==> config.mk <==
export PLATFORM = sky130hd
export DESIGN_NAME = lease_rr_arbiter
export DESIGN_NICKNAME = d
export VERILOG_FILES = /design/src/rtl/lease_rr_arbiter.sv
export SDC_FILE = /design/constraint.sdc
export NUM_CORES = 1
export LEC_CHECK = 0
export ABC_AREA = 1
export CORE_UTILIZATION = 25
export DETAILED_ROUTE_END_ITERATION = 6
export PLACE_DENSITY = 0.47
export SLEW_MARGIN = 5
export SYNTH_ARGS = -nofsm -noshare
export SYNTH_HDL_FRONTEND = slang
export SYNTH_SLANG_ARGS = --single-unit
==> constraint.sdc <==
create_clock -name clk -period 2.8 [get_ports clk]
set_clock_uncertainty 0.1 [all_clocks]
set_input_delay 0.28 -clock clk [delete_from_list [all_inputs] [get_ports clk]]
set_output_delay 0.28 -clock clk [all_outputs]
set_load 0.03 [all_outputs]
==> src/rtl/lease_rr_arbiter.sv <==
// lease_rr_arbiter: round-robin lease engine accumulating per-channel activity and publishing it at lease end
module lease_rr_arbiter #(
  parameter int NCH   = 4,
  parameter int W     = 8,
  parameter int TW    = 8,
  parameter int INC_A = 1,
  parameter int INC_B = 2,
  parameter int CW    = $clog2(NCH)
) (
  input  logic               clk,
  input  logic               reset,
  input  logic [TW-1:0]      timer,
  input  logic [NCH-1:0]     ch_en,
  input  logic [NCH-1:0]     data,
  input  logic               revoke,
  output logic [NCH*W-1:0]   out,
  output logic [NCH-1:0]     out_valid,
  output logic               busy,
  output logic [CW-1:0]      cur_ch
);
  typedef enum logic [1:0] {IDLE, PHASE_A, PHASE_B} state_t;
  state_t          state;
  logic [CW-1:0]   ptr;
  logic [TW-1:0]   local_timer;
  logic [W-1:0]    acc;
  logic            found;
  logic [CW-1:0]   pick;
  logic [CW-1:0]   pick_next;
  int              c;
  // circular search for the first enabled channel at or after the rr pointer
  always_comb begin
    found = 1'b0;
    pick  = '0;
    c     = 0;
    for (int k = 0; k < NCH; k++) begin
      c = int'(ptr) + k;
      if (c >= NCH) c = c - NCH;
      if (!found && ch_en[c]) begin
        found = 1'b1;
        pick  = CW'(c);
      end
    end
    pick_next = (pick == CW'(NCH - 1)) ? '0 : pick + 1'b1;
  end
  // lease FSM: grant, accumulate with phase toggling, publish on expiry or revoke
  always_ff @(posedge clk or negedge reset) begin
    if (!reset) begin
      state       <= IDLE;
      ptr         <= '0;
      local_timer <= '0;
      acc         <= '0;
      out         <= '0;
      out_valid   <= '0;
      busy        <= 1'b0;
      cur_ch      <= '0;
    end else begin
      out_valid <= '0;
      if (state == IDLE) begin
        if (timer != '0 && found) begin
          cur_ch      <= pick;
          ptr         <= pick_next;
          local_timer <= timer;
          acc         <= '0;
          state       <= PHASE_A;
          busy        <= 1'b1;
        end
      end else if (revoke || local_timer == '0) begin
        out[int'(cur_ch)*W +: W] <= acc;
        out_valid[cur_ch]        <= 1'b1;
        state                    <= IDLE;
        busy                     <= 1'b0;
      end else begin
        local_timer <= local_timer - 1'b1;
        if (!data[cur_ch]) state <= (state == PHASE_A) ? PHASE_B : PHASE_A;
        else acc <= acc + ((state == PHASE_A) ? W'(INC_A) : W'(INC_B));
      end
    end
  end
endmodule
# Yosys cells after proc, flatten, opt, wreduce, memory -nomap -nowiden
# Index checks and enable logic that the tools add are counted.
[word_totals] register_bits=59 in_bits=19 output_inout_bits=39
[classes] n_addsub=11 magnitude_cmp=10 n_eq_ne=5 shifts=2 n_mux=48 n_bitwise=1 reduce_logical=20
[op_table] op="32-bit by 4-bit less-than comparator with 1-bit output (second input constant)" count=4
[op_table] op="32-bit 2-to-1 mux" count=4
[op_table] op="8-bit 2-to-1 mux" count=7
[op_table] op="5-bit negation with 33-bit output" count=1
[op_table] op="8-bit by 33-bit variable shift with 32-bit output (first input constant)" count=1
[op_table] op="8-bit by 33-bit indexed part select with 32-bit output" count=1
[op_table] op="32-bit bitwise mux" count=1
[op_table] op="2-bit 2-to-1 mux" count=11
[op_table] op="1-bit 2-to-1 mux" count=17
[op_table] op="3-bit by 3-bit subtractor with 4-bit output (second input constant)" count=3
[op_table] op="1-bit binary-select mux with 2-bit select" count=5
[op_table] op="2-bit AND reduction" count=5
[op_table] op="3-bit >= comparator (second input constant)" count=3
[op_table] op="8-bit by 2-bit adder with 8-bit output" count=1
[op_table] op="8-bit zero test" count=1
[op_table] op="4-bit 2-to-1 mux" count=2
[op_table] op="8-bit nonzero test" count=1
[op_table] op="8-bit by 1-bit subtractor with 8-bit output (second input constant)" count=1
[op_table] op="2-bit by 2-bit adder with 3-bit output (second input constant)" count=2
[op_table] op="1-bit logical AND" count=5
[op_table] op="2-bit nonzero test" count=2
[op_table] op="2-bit by 3-bit subtractor with 4-bit output (second input constant)" count=1
[op_table] op="2-bit by 1-bit adder with 3-bit output (second input constant)" count=1
[op_table] op="2-bit by 3-bit >= comparator with 1-bit output (second input constant)" count=1
[op_table] op="14 further kinds" count=16

# Longest topological paths before layout
[logic_depth] ltp_word=18 depth_mapped=14

# Least setup slack after synthesis
# Ideal clock, no wire load.
[synth_timing] path_kind="flip-flop to flip-flop" start="register state[1]" end="register acc[6]" t_arrival_ns=1.900 slack_ns=0.680 stages_incl_launch_ff=12 period_less_slack_ns=2.120 path_cell_list="dfrtp_1 > inv_1 > nand2_1 > inv_1 > ha_1 > inv_1 > fa_1 > nor4_1 > xor2_1 > nor2_1 > nand2_1 > o21ai_2"
[synth_between] elab_chain_cells=6
[synth_lines] element="start: declaration" line_no="22" text="state_t state;"
[synth_lines] element="start signal: assignment" line_no="74" text="if (!data[cur_ch]) state <= (state == PHASE_A) ? PHASE_B : PHASE_A;"
[synth_lines] element="2-bit by 1-bit equality test with 1-bit output" line_no="75" text="else acc <= acc + ((state == PHASE_A) ? W'(INC_A) : W'(INC_B));"
[synth_lines] element="2-bit 2-to-1 mux" line_no="75"
[synth_lines] element="8-bit by 2-bit adder with 8-bit output" line_no="75"
[synth_lines] element="8-bit 2-to-1 mux" line_no="74"
[synth_lines] element="8-bit 2-to-1 mux" line_no="67" text="end else if (revoke || local_timer == '0) begin"
[synth_lines] element="8-bit 2-to-1 mux" line_no="58" text="if (state == IDLE) begin"
[synth_lines] element="end signal: assignment" line_no="75"
[synth_lines] element="end: declaration" line_no="25" text="logic [W-1:0] acc;"
# Parallel ways exist; a longest one is shown, timed or not. The select of a mux whose other input is x is not followed.
# A chain may end at the register's enable or synchronous reset.

# Worst setup path in the final report
[layout_timing] start="register cur_ch[0]" end="register out[18]"
[layout_between] elab_chain_cells=3
[layout_lines] element="start: declaration" line_no="19" text="output logic [CW-1:0] cur_ch"
[layout_lines] element="start signal: assignment" line_no="60" text="cur_ch <= pick;"
[layout_lines] element="5-bit negation with 33-bit output (*)" line_no="68" text="out[int'(cur_ch)*W +: W] <= acc;"
[layout_lines] element="8-bit by 33-bit indexed part select with 32-bit output / 8-bit by 33-bit variable shift with 32-bit output (equally long branches)" line_no="68"
[layout_lines] element="32-bit bitwise mux (*)" line_no="68"
[layout_lines] element="end signal: assignment" line_no="52" text="out <= '0;"
[layout_lines] element="end signal: indexed assignment" line_no="68"
[layout_lines] element="end: declaration" line_no="16" text="output logic [NCH*W-1:0] out,"
# Every way passes the cells marked *; elsewhere a longest branch is shown, timed or not.

==> key figures <==
Detailed routing
  • Post-DRT Antenna Nets: 0
  • DR vias: 3030
  • Post-DR wirelength/cell: 13.3 um
  • WL final: about 9000 um
  • Iteration-0 DRC Markers: ~180
  • Via density per instance: 4.52
  • DRT Pass-1 Iters: 5
  • DRC viols: 0

Power and ir drop
  • Clock power share: 22.6%
  • Cell internal pwr: 2.40 mW
  • Switching fraction of total power: 47.4%
  • Switching pwr: 2.16 mW
  • Sequential Power Share: 27.1%
  • Total Power: 4.55 mW
  • PD cells: 1040 mW/mm2
  • Peak VDD IR: 0.346 mV
  • Combinational power share: 50.3%
  • Leak: around 2.1 nW

Critical path
  • R2R Path End: out[18]
  • Crit Path Max Fanout: 14
  • R2R setup slack: 320 ps
  • Worst setup path class: reg2reg
  • Setup crit start kind: flip-flop
  • Worst r2r src: cur_ch[0]
  • CP Data Required Time: just under 3000 ps
  • Critical Path End Type: flip-flop
  • R2R cell count: 6
  • Crit path arrival time: 2640 ps

Place
  • IO Port Bufs: between 50 and 60
  • Dpl cells: 654
  • DP HPWL: 6520 um
  • Setup WS pre-CTS: 367 ps
  • RePlAce Congestion: 0.801

Yosys
  • Post-synthesis simple-gate area fraction: between 30% and 40%
  • Yosys reg bits: 59
  • Mapped Area: 0.00339 mm2
  • Top cells by area, synth: dfrtp_1, nand2_1, o21ai_0
  • Mapped Avg Cell Area: approximately 7.9 um2
  • Post-Synth Adder-Cell Area: 4.29%
  • Mux cell area share after synthesis: 0%
  • Post-synthesis cell count: 429
  • Top cell type's share of synthesized area: 43.6%
  • Most frequent cells after synthesis: nand2_1, dfrtp_1, o21ai_0
  • Main combinational cell family by area after synthesis: simple AND/OR/NAND/NOR gates
  • Top FF cell, synth: dfrtp_1
  • Yosys Warn Count: 0
  • Sequential-to-total area share from yosys stat: 43.6%
  • Synth Area in Compound Gates: about 12%
  • Top-count cell post-synth: nand2_1
  • Syn Nets: about 460
  • Post-synthesis xor/xnor area fraction: 1.81%
  • Post-synth EDFFs: 0
  • Library cells used by synthesis: 32
  • Synth async-reset ratio: 100%
  • Yosys top cell by area: dfrtp_1

STA
  • Worst-Margin Slew: roughly 760 ps
  • Final setup vio count: 0
  • Min Tclk post-route: 2480 ps
  • Final Hold Fails: 0
  • Setup TNS: 0 ps
  • Worst setup margin: 320 ps
  • RSZ-0062 raised after global routing: no
  • Achievable Freq: 0.403 GHz
  • Final period utilization: 88.6%
  • Slew HR: 49.3%
  • Max Slew Vio Count: 0

Clock tree
  • CTS tree: done
  • Num CTS Buffers: 9
  • Clock-pin slew on the worst setup and hold paths: roughly 50 ps
  • Post-CTS Setup Repair Bufs: 0
  • Hold Buf Count CTS: 0
  • Cts repair resizes: 0
  • Latest clock arrival within the worst-skew pair: about 330 ps
  • CTS Root Cell: clkbuf_16
  • Max Root-Sink Buffers: 2
  • H-tree levels: 3
  • CTS sink cnt: 59

Floorplanning
  • Die X: approximately 120 um
  • Die area: between 0.01 and 0.015 mm2
  • Chip Height: about 120 um
  • Core area: around 0.013 mm2
  • Initial Util: 25.6%
  • Row count: 42
  • I/O pins: 58

Run status
  • Status: finished, final reports clean

Layout
  • Layout cells sized above 1: 11.7%
  • N_diodes: 0
  • # nets final: 519
  • Fin cells: 670
  • Synth-to-Final Area Change: 29.9%

Flow run
  • Max Cap Viol: 0

Global routing
  • Met1 Use GR: 18.3%
  • Number of global-route vias before repair: 3052
  • Remaining global-route overflow: 0
  • Met3 Use GR: 2.75%
  • GR peak layer: met2
  • GRT Total Usage: between 10% and 20%
  • Maximum number of pins on one net before global-route repair: 60
  • Antenna violations before repair: 0
  • Met2 Use GR: 22.1%
  • First-pass GRT wire length: 15200 um

Min path
  • Min-delay worst type: in2async
[power by group through the flow]
| stage | sequential [mW] | clock [mW] | combinational (mW) |
|---|---|---|---|
| after floorplan | 1.36 | 0 | 1.60 |
| after global placement | 1.24 | 0 | 2.25 |
| after detailed placement | 1.25 | 0 | 2.29 |
| after CTS | 1.24 | 1.05 | 2.30 |
| after global routing | 1.26 | 1.08 | 2.59 |
| final | 1.23 | 1.03 | 2.29 |
[critical path, cell delays in order (launching register included)]
cell	delay, ps
dfrtp_1	470
inv_1	260
ha_1	580
clkinv_1	350
nor2_1	380
nand4_1	180
nand2_1	90
[stage by stage]
stage	utilization, %	area, um2	hold WS [ps]
2_1_floorplan	-	3390	-116
3_3_place_gp	31.1	4120	386
3_5_place_dp	31.1	4120	391
4_1_cts	33.2	4400	55.4
5_1_grt	33.2	4400	105
6_report	33.2	4400	16.2
[sequential cells by signal, indices dropped and copies added (netlist names), named ones only]
register	flops
ptr	1
cur_ch	2
out_valid	4
state	2
out	32
busy	1
local_timer	8
acc	8
[worst max path at each step]
stage	startpoint	cells after the start	to	slack, ps
2_1_floorplan	state[1]	11	acc[6]	680
3_3_place_gp	cur_ch[0]	6	out[23]	480
3_5_place_dp	cur_ch[0]	6	out[18]	370
4_1_cts	cur_ch[0]	6	out[18]	360
5_1_grt	cur_ch[0]	6	out[19]	90
6_report	cur_ch[0]	6	out[18]	320
[cell usage in the layout (no fill, tap or decap), drive strengths merged, types with 4 or more instances in the layout]
master,instances
nand2,133
o21ai,60
dfrtp,59
clkdlybuf4s50,56
inv,41
nor2,33
nand4,25
nand3,21
nor3,12
clkbuf,11
ha,10
xor2,6
clkinv,6
buf,5
nor4,4
a21oi,4
[kinds of logic (layout without fill, tap and decap cells)]
group,Yosys count,in the layout
DFF,59,59
xor gates and xnor gates,7,7
AOI/OAI and AO/OA,69,69
and+or+nand+nor,228,228
adders and majority gates,11,11
buffers and inverters,55,120
[area by class of cell]
class / instances / area, um2
Timing Repair Buffer: 61 / 596
Sequential cell: 59 / 1480
Clock inverter: 5 / 27.5
Inverter: 43 / 161
Fill cell: 1382 / 8850
Clock buffer: 11 / 253
Multi-Input combinational cell: 315 / 1660
Tap cell: 176 / 220
[layer usage]
metal	up-vias	wire length, um
li1	1539	-
met1	1417	4370
met2	64	4030
met3	10	344
met4	0	146
met5	-	0
(Power assumes the default switching activity.)
